File: src/rtl/univ_shift_reg.sv
// Universal shift register: hold, shift left/right, parallel load, optional rotate, and a load-then-shift burst.
// Define UNIV_SHIFT_REG_ROTATE_EN to enable rotate modes 100/101; without it those modes hold.
module univ_shift_reg #(
  parameter int WIDTH = 8,
  parameter int CNT_W = $clog2(WIDTH + 1)
) (
  input  logic             clk,
  input  logic             reset,
  input  logic             en,
  input  logic [2:0]       mode,
  input  logic             sin_l,
  input  logic             sin_r,
  input  logic [WIDTH-1:0] pin,
  input  logic             start,
  input  logic [CNT_W-1:0] nbits,
  output logic [WIDTH-1:0] pout,
  output logic             sout_l,
  output logic             sout_r,
  output logic             busy,
  output logic             done
);

  localparam logic [CNT_W-1:0] FULL_CNT = CNT_W'(WIDTH);
  localparam logic [CNT_W-1:0] ONE_CNT  = CNT_W'(1);

  logic [WIDTH-1:0] q_q, q_d;
  logic [CNT_W-1:0] cnt_q, cnt_d;
  logic             busy_q, busy_d;
  logic             done_q, done_d;
  logic [CNT_W-1:0] burst_len;

  // Out-of-range counts (zero or longer than the register) mean a full-width burst.
  assign burst_len = ((nbits == '0) || (nbits > FULL_CNT)) ? FULL_CNT : nbits;

  always_comb begin
    q_d    = q_q;
    cnt_d  = cnt_q;
    busy_d = busy_q;
    done_d = done_q;
    if (en) begin
      done_d = 1'b0;
      if (busy_q) begin
        q_d   = {q_q[WIDTH-2:0], sin_l};
        cnt_d = cnt_q - ONE_CNT;
        if (cnt_q == ONE_CNT) begin
          busy_d = 1'b0;
          done_d = 1'b1;
        end
      end else if (start) begin
        q_d    = pin;
        cnt_d  = burst_len;
        busy_d = 1'b1;
      end else begin
        case (mode)
          3'b001:  q_d = {q_q[WIDTH-2:0], sin_l};
          3'b010:  q_d = {sin_r, q_q[WIDTH-1:1]};
          3'b011:  q_d = pin;
`ifdef UNIV_SHIFT_REG_ROTATE_EN
          3'b100:  q_d = {q_q[WIDTH-2:0], q_q[WIDTH-1]};
          3'b101:  q_d = {q_q[0], q_q[WIDTH-1:1]};
`else
          3'b100,
          3'b101:  q_d = q_q;
`endif
          default: q_d = q_q;
        endcase
      end
    end
  end

  always_ff @(posedge clk or negedge reset) begin
    if (!reset) begin
      q_q    <= '0;
      cnt_q  <= '0;
      busy_q <= 1'b0;
      done_q <= 1'b0;
    end else begin
      q_q    <= q_d;
      cnt_q  <= cnt_d;
      busy_q <= busy_d;
      done_q <= done_d;
    end
  end

  assign pout   = q_q;
  assign sout_l = q_q[WIDTH-1];
  assign sout_r = q_q[0];
  assign busy   = busy_q;
  assign done   = done_q;

endmodule

File: config.mk
export PLATFORM = sky130hd
export DESIGN_NAME = univ_shift_reg
export DESIGN_NICKNAME = d
export VERILOG_FILES = /design/src/rtl/univ_shift_reg.sv
export SDC_FILE = /design/constraint.sdc
export NUM_CORES = 1
export LEC_CHECK = 0
export CAP_MARGIN = 30
export CORE_MARGIN = 3
export CORE_UTILIZATION = 45
export DETAILED_ROUTE_END_ITERATION = 10
export PLACE_DENSITY = 0.89
export SLEW_MARGIN = 20
export SYNTH_ARGS = -nofsm -noshare
export SYNTH_HDL_FRONTEND = slang
export SYNTH_SLANG_ARGS = --single-unit
File: constraint.sdc
create_clock -name clk -period 2.8 [get_ports clk]
set_input_delay 0.42 -clock clk [delete_from_list [all_inputs] [get_ports clk]]
set_output_delay 0.42 -clock clk [all_outputs]
set_load 0.1 [all_outputs]
== Yosys cells after proc, flatten, opt, wreduce, memory -nomap -nowiden ==
Index checks and enable logic that the tools add are counted.
Word-level totals
  bits in registers: 14
  bits in latches: 0
  RAM bits: 0
  memory bits (read-only): 0
  output and inout bits: 12
  word-level logic and storage cells: 27
  memories kept: 0
Cells by class
  add/sub/neg operators: 1
  $mul: 0
  divide/modulo/power cells: 0
  magnitude comparators: 1
  equal/unequal tests: 4
  shifts and indexed selects: 0
  multiplexer cells: 11
  bitwise operators: 0
  reductions and logical operators: 6
Operator list (count)
  8-bit one-hot mux with 3 select lines: 1
  8-bit two-way mux: 2
  4-bit two-way mux: 3
  3-bit by 2-bit equality test with 1-bit output, second input constant: 2
  1-bit two-way mux: 5
  5-bit nonzero test: 1
  4-bit by 1-bit equality test with 1-bit output, second input constant: 1
  4-bit greater-than comparator, second input constant: 1
  4-bit logical NOT: 1
  2-bit AND reduction: 2
  4-bit by 1-bit subtractor with 4-bit output, second input constant: 1
  3-bit by 1-bit equality test with 1-bit output, second input constant: 1
  2-bit nonzero test: 1
  1-bit logical OR: 1

== Longest topological paths before layout ==
  depth after elaboration: 5
  gate-level depth with buffers: 5
  depth with buffers taken out: 5

== Worst setup path before layout ==
Ideal clock, no wire load.
  path type: reg-to-reg
  from: register busy_q (netlist: busy)
  to: register q_q[1] (netlist: pout[1])
  setup time: 131 ps
  arrival: 1873 ps
  path slack: 796 ps
  cell stages (with the launch flop): 6
  path buffers: 1
  clock period less this slack: 2004 ps
  cells stage by stage: dfrtp_1 nor2_1 and4bb_1 buf_6 a222oi_1 a21oi_1
Between the ends
  longest elaborated chain between the ends: 2
Ends and longest elaborated chain
  start, declared: RTL line 28  | logic busy_q, busy_d;
  start signal, assigned: RTL line 80  | busy_q <= busy_d;
  5-bit nonzero test (no line)
  2-bit AND reduction (no line)
  end signal, assigned: RTL line 78  | q_q <= q_d;
  end, declared: RTL line 26  | logic [WIDTH-1:0] q_q, q_d;
Several ways; a longest one is shown, not always the timed one.
A chain may end at the register's enable or synchronous reset.

== Worst setup path after layout ==
  from: register busy_q (netlist: busy)
  to: output port busy
RTL lines
  end, declared: RTL line 19  | output logic busy,
No word-level cell between the ends.

==> results.py <==
metrics = {
    "outcome": {
        "status": "finished, final reports clean",
    },
    "layout": {
        "area_growth_pct": 39.23,
        "final_layout_size_suffix_gt1_share_pct": 14.41,
        "instances_no_fill": 142,
        "fillerInstances": 123,
        "insertedDiodeCount": 0,
        "nets": 142,
        "mostFrequentLayoutCells": "clkdlybuf4s50_1 (20), dfrtp_1 (14), nor2_1 (13), a21oi_1 (12), buf_4 (12)",
        "final_common_cell": "clkdlybuf4s50_1",
    },
    "worst_setup_path": {
        "r2r_cells": 4,
        "critPathKind": "reg -> out",
        "worst_path_max_delay_cell": "dfrtp_1",
        "crit_fanout": 16,
        "r2r_slack_ns": 1.06,
        "path_buf_inv": 1,
        "r2r-end": "pout[3]",
        "cp_cell_sequence": "buf_4",
        "cp-start-kind": "flop",
        "crit_family": "flip-flops",
        "crit_arrival_ns": 1.33,
        "rr_startpoint": "busy",
        "slowest_delay_ns": 0.66,
        "crit_path_end_kind": "primary output",
        "crit_required_ns": 2.38,
    },
    "yosys": {
        "synth_cells": 88,
        "synth-seq-area-share_pct": 43.41,
        "avgSynthCellArea_um2": 9.171,
        "synth-seq-cells": 14,
        "yosysUniqueCellTypes": 30,
        "synth_area_um2": 807.0,
        "yosysWarnings": 0,
        "synth_fp_nets": 111,
    },
    "floorplanning": {
        "rows": 14,
        "chipHeight_um": 48.35,
        "core_mm2": 0.001594,
        "die_area_mm2": 0.002338,
        "io_pins": 33,
        "start_util_pct": 50.63,
        "die_x_um": 48.35,
    },
    "sta": {
        "tightest_slew_ns": 0.6602,
        "hold_ws_ns": 0.5301,
        "worst_slack_ns": 1.046,
        "fin_crit_sh_pct": 62.64,
        "rsz0062_at_grt": "false",
        "timing.fmax_mhz": 570.2,
        "skew_ns": 0.002239,
        "setup_tns_ns": 0,
        "setup_violations": 0,
        "period_minus_slack_ns": 1.754,
        "drv_slew": 0,
        "slew_headroom_pct": 55.85,
        "hold_viol_final": 0,
    },
    "placed_design": {
        "pre_cts_ws_ns": 0.7710,
        "dp_hpwl_um": 1510,
        "io_buffers": 32,
        "dp_cells": 138,
        "gp_congestion": 0.8096,
    },
    "route": {
        "ant_nets": 0,
        "routed_via_density": 5.718,
        "drt_iter0_drc": 35,
        "wl_um": 2067,
        "num_vias": 812,
        "post_drt_wl_per_cell_um": 14.56,
        "dr.pass1.iters": 6,
        "route.detailed.drc": 0,
    },
    "grt": {
        "antenna_found_initial": 0,
        "grt_overflow": 0,
        "grt_pass1_wl_um": 3643,
        "grt_pass1_vias": 801,
        "grtUsageTotal_pct": 19.65,
        "grt_max_degree": 17,
    },
    "clock_network": {
        "postCtsHoldBufs": 0,
        "postCtsResizedCells": 0,
        "htreeDepth": 1,
        "cts_tree": "yes",
        "cts_max_path_buffers": 2,
        "cts_buffers": 3,
        "clockRootBuffer": "clkbuf_4",
        "cts.reportedPaths.clkPinSlew_ns": 0.09,
        "clock_latency_ns": 0.28,
        "cts_sinks": 14,
        "postCtsSetupBuffers": 0,
    },
    "min_path": {
        "hp-class": "in -> async",
    },
    "power_and_ir_drop": {
        "p_leak_nw": 0.4632,
        "peakVddDrop_mv": 0.7887,
        "p_total_mw": 1.512,
        "power_density_mw_per_mm2": 1346,
    },
    "flow_run": {
        "maxCapViolations": 0,
    },
}
-- report_power, final --
part | leakage (nW) | internal [mW] | switching [mW] | total, mW
registers | 0.159 | 0.290 | 0.111 | 0.401
logic | 0.283 | 0.243 | 0.716 | 0.959
clock network | 0.0210 | 0.0791 | 0.0730 | 0.152
total | 0.463 | 0.613 | 0.900 | 1.51
-- worst max path at each step --
| stage | endpoint | cells after the start | start |
|---|---|---|---|
| 2_1_floorplan | pout[1] | 5 | busy |
| 3_3_place_gp | pout[2] | 5 | start |
| 3_5_place_dp | pout[3] | 5 | start |
| 4_1_cts | pout[3] | 5 | start |
| 5_1_grt | pout[5] | 4 | busy |
| 6_report | busy | 1 | busy |
-- final cells by class --
class | instances | area [um^2] | area share (%)
clock buffer | 4 | 36.28 | 3.229
timing repair buffer | 32 | 290.3 | 25.84
sequential | 14 | 350.3 | 31.18
tap | 24 | 30.03 | 2.673
multi-input combinational | 63 | 397.9 | 35.41
inverter | 5 | 18.77 | 1.670
-- state kept, by name, indices dropped and copies added (netlist names) --
name   count
pout       8
cnt_q      4
busy       1
done       1
-- Yosys cell counts, drive strengths merged --
master | n | area, um^2
o21bai | 1 | 7.510
a21o | 1 | 7.510
nand2 | 2 | 7.510
a221oi | 1 | 8.760
o21ai | 5 | 25.02
nor2 | 13 | 48.80
nand3 | 2 | 10.01
nor2b | 1 | 6.260
buf | 5 | 36.28
ha | 2 | 25.02
nand2b | 2 | 12.51
a21oi | 12 | 60.06
or3b | 1 | 8.760
nor4 | 1 | 6.260
nand4 | 1 | 6.260
nor3b | 1 | 7.510
and3 | 1 | 6.260
a311o | 1 | 10.01
inv | 5 | 18.77
a222oi | 8 | 80.08
a21boi | 1 | 11.26
o211ai | 1 | 7.510
and4bb | 1 | 12.51
nor3 | 3 | 15.01
clkbuf | 1 | 3.750
dfrtp | 14 | 350.3
nand3b | 1 | 7.510
-- through the flow --
stage | util (%) | cell area [um^2]
finish | 70.49 | 1124
CTS | 70.49 | 1124
floorplan | - | 807.0
global route | 70.49 | 1124
global placement | 68.21 | 1087
detailed placement | 68.21 | 1087
-- layer usage --
layer	vias up	track usage, %	share of wire [%]
li1	394	-	-
met1	381	23.08	44
met2	35	32.57	47
met3	2	7.669	9.0
met4	0	7.109	0.39
met5	-	0	0
-- worst register-to-register path, cell delays in order, from the launching register on --
cell and delay, ns:
dfrtp_1 0.66, nor2_1 0.13, and4bb_1 0.31, a222oi_1 0.39, a21oi_1 0.12
-- kinds of logic after synthesis --
group / Yosys count / share of synthesized area [%]
DFF: 14 / 43.41
adders and majority gates: 2 / 3.100
buffers and inverters: 11 / 7.286
AOI/OAI and AO/OA: 31 / 26.98
and+or+nand+nor: 30 / 19.23
Note: power is estimated with default switching activity, not from simulation.
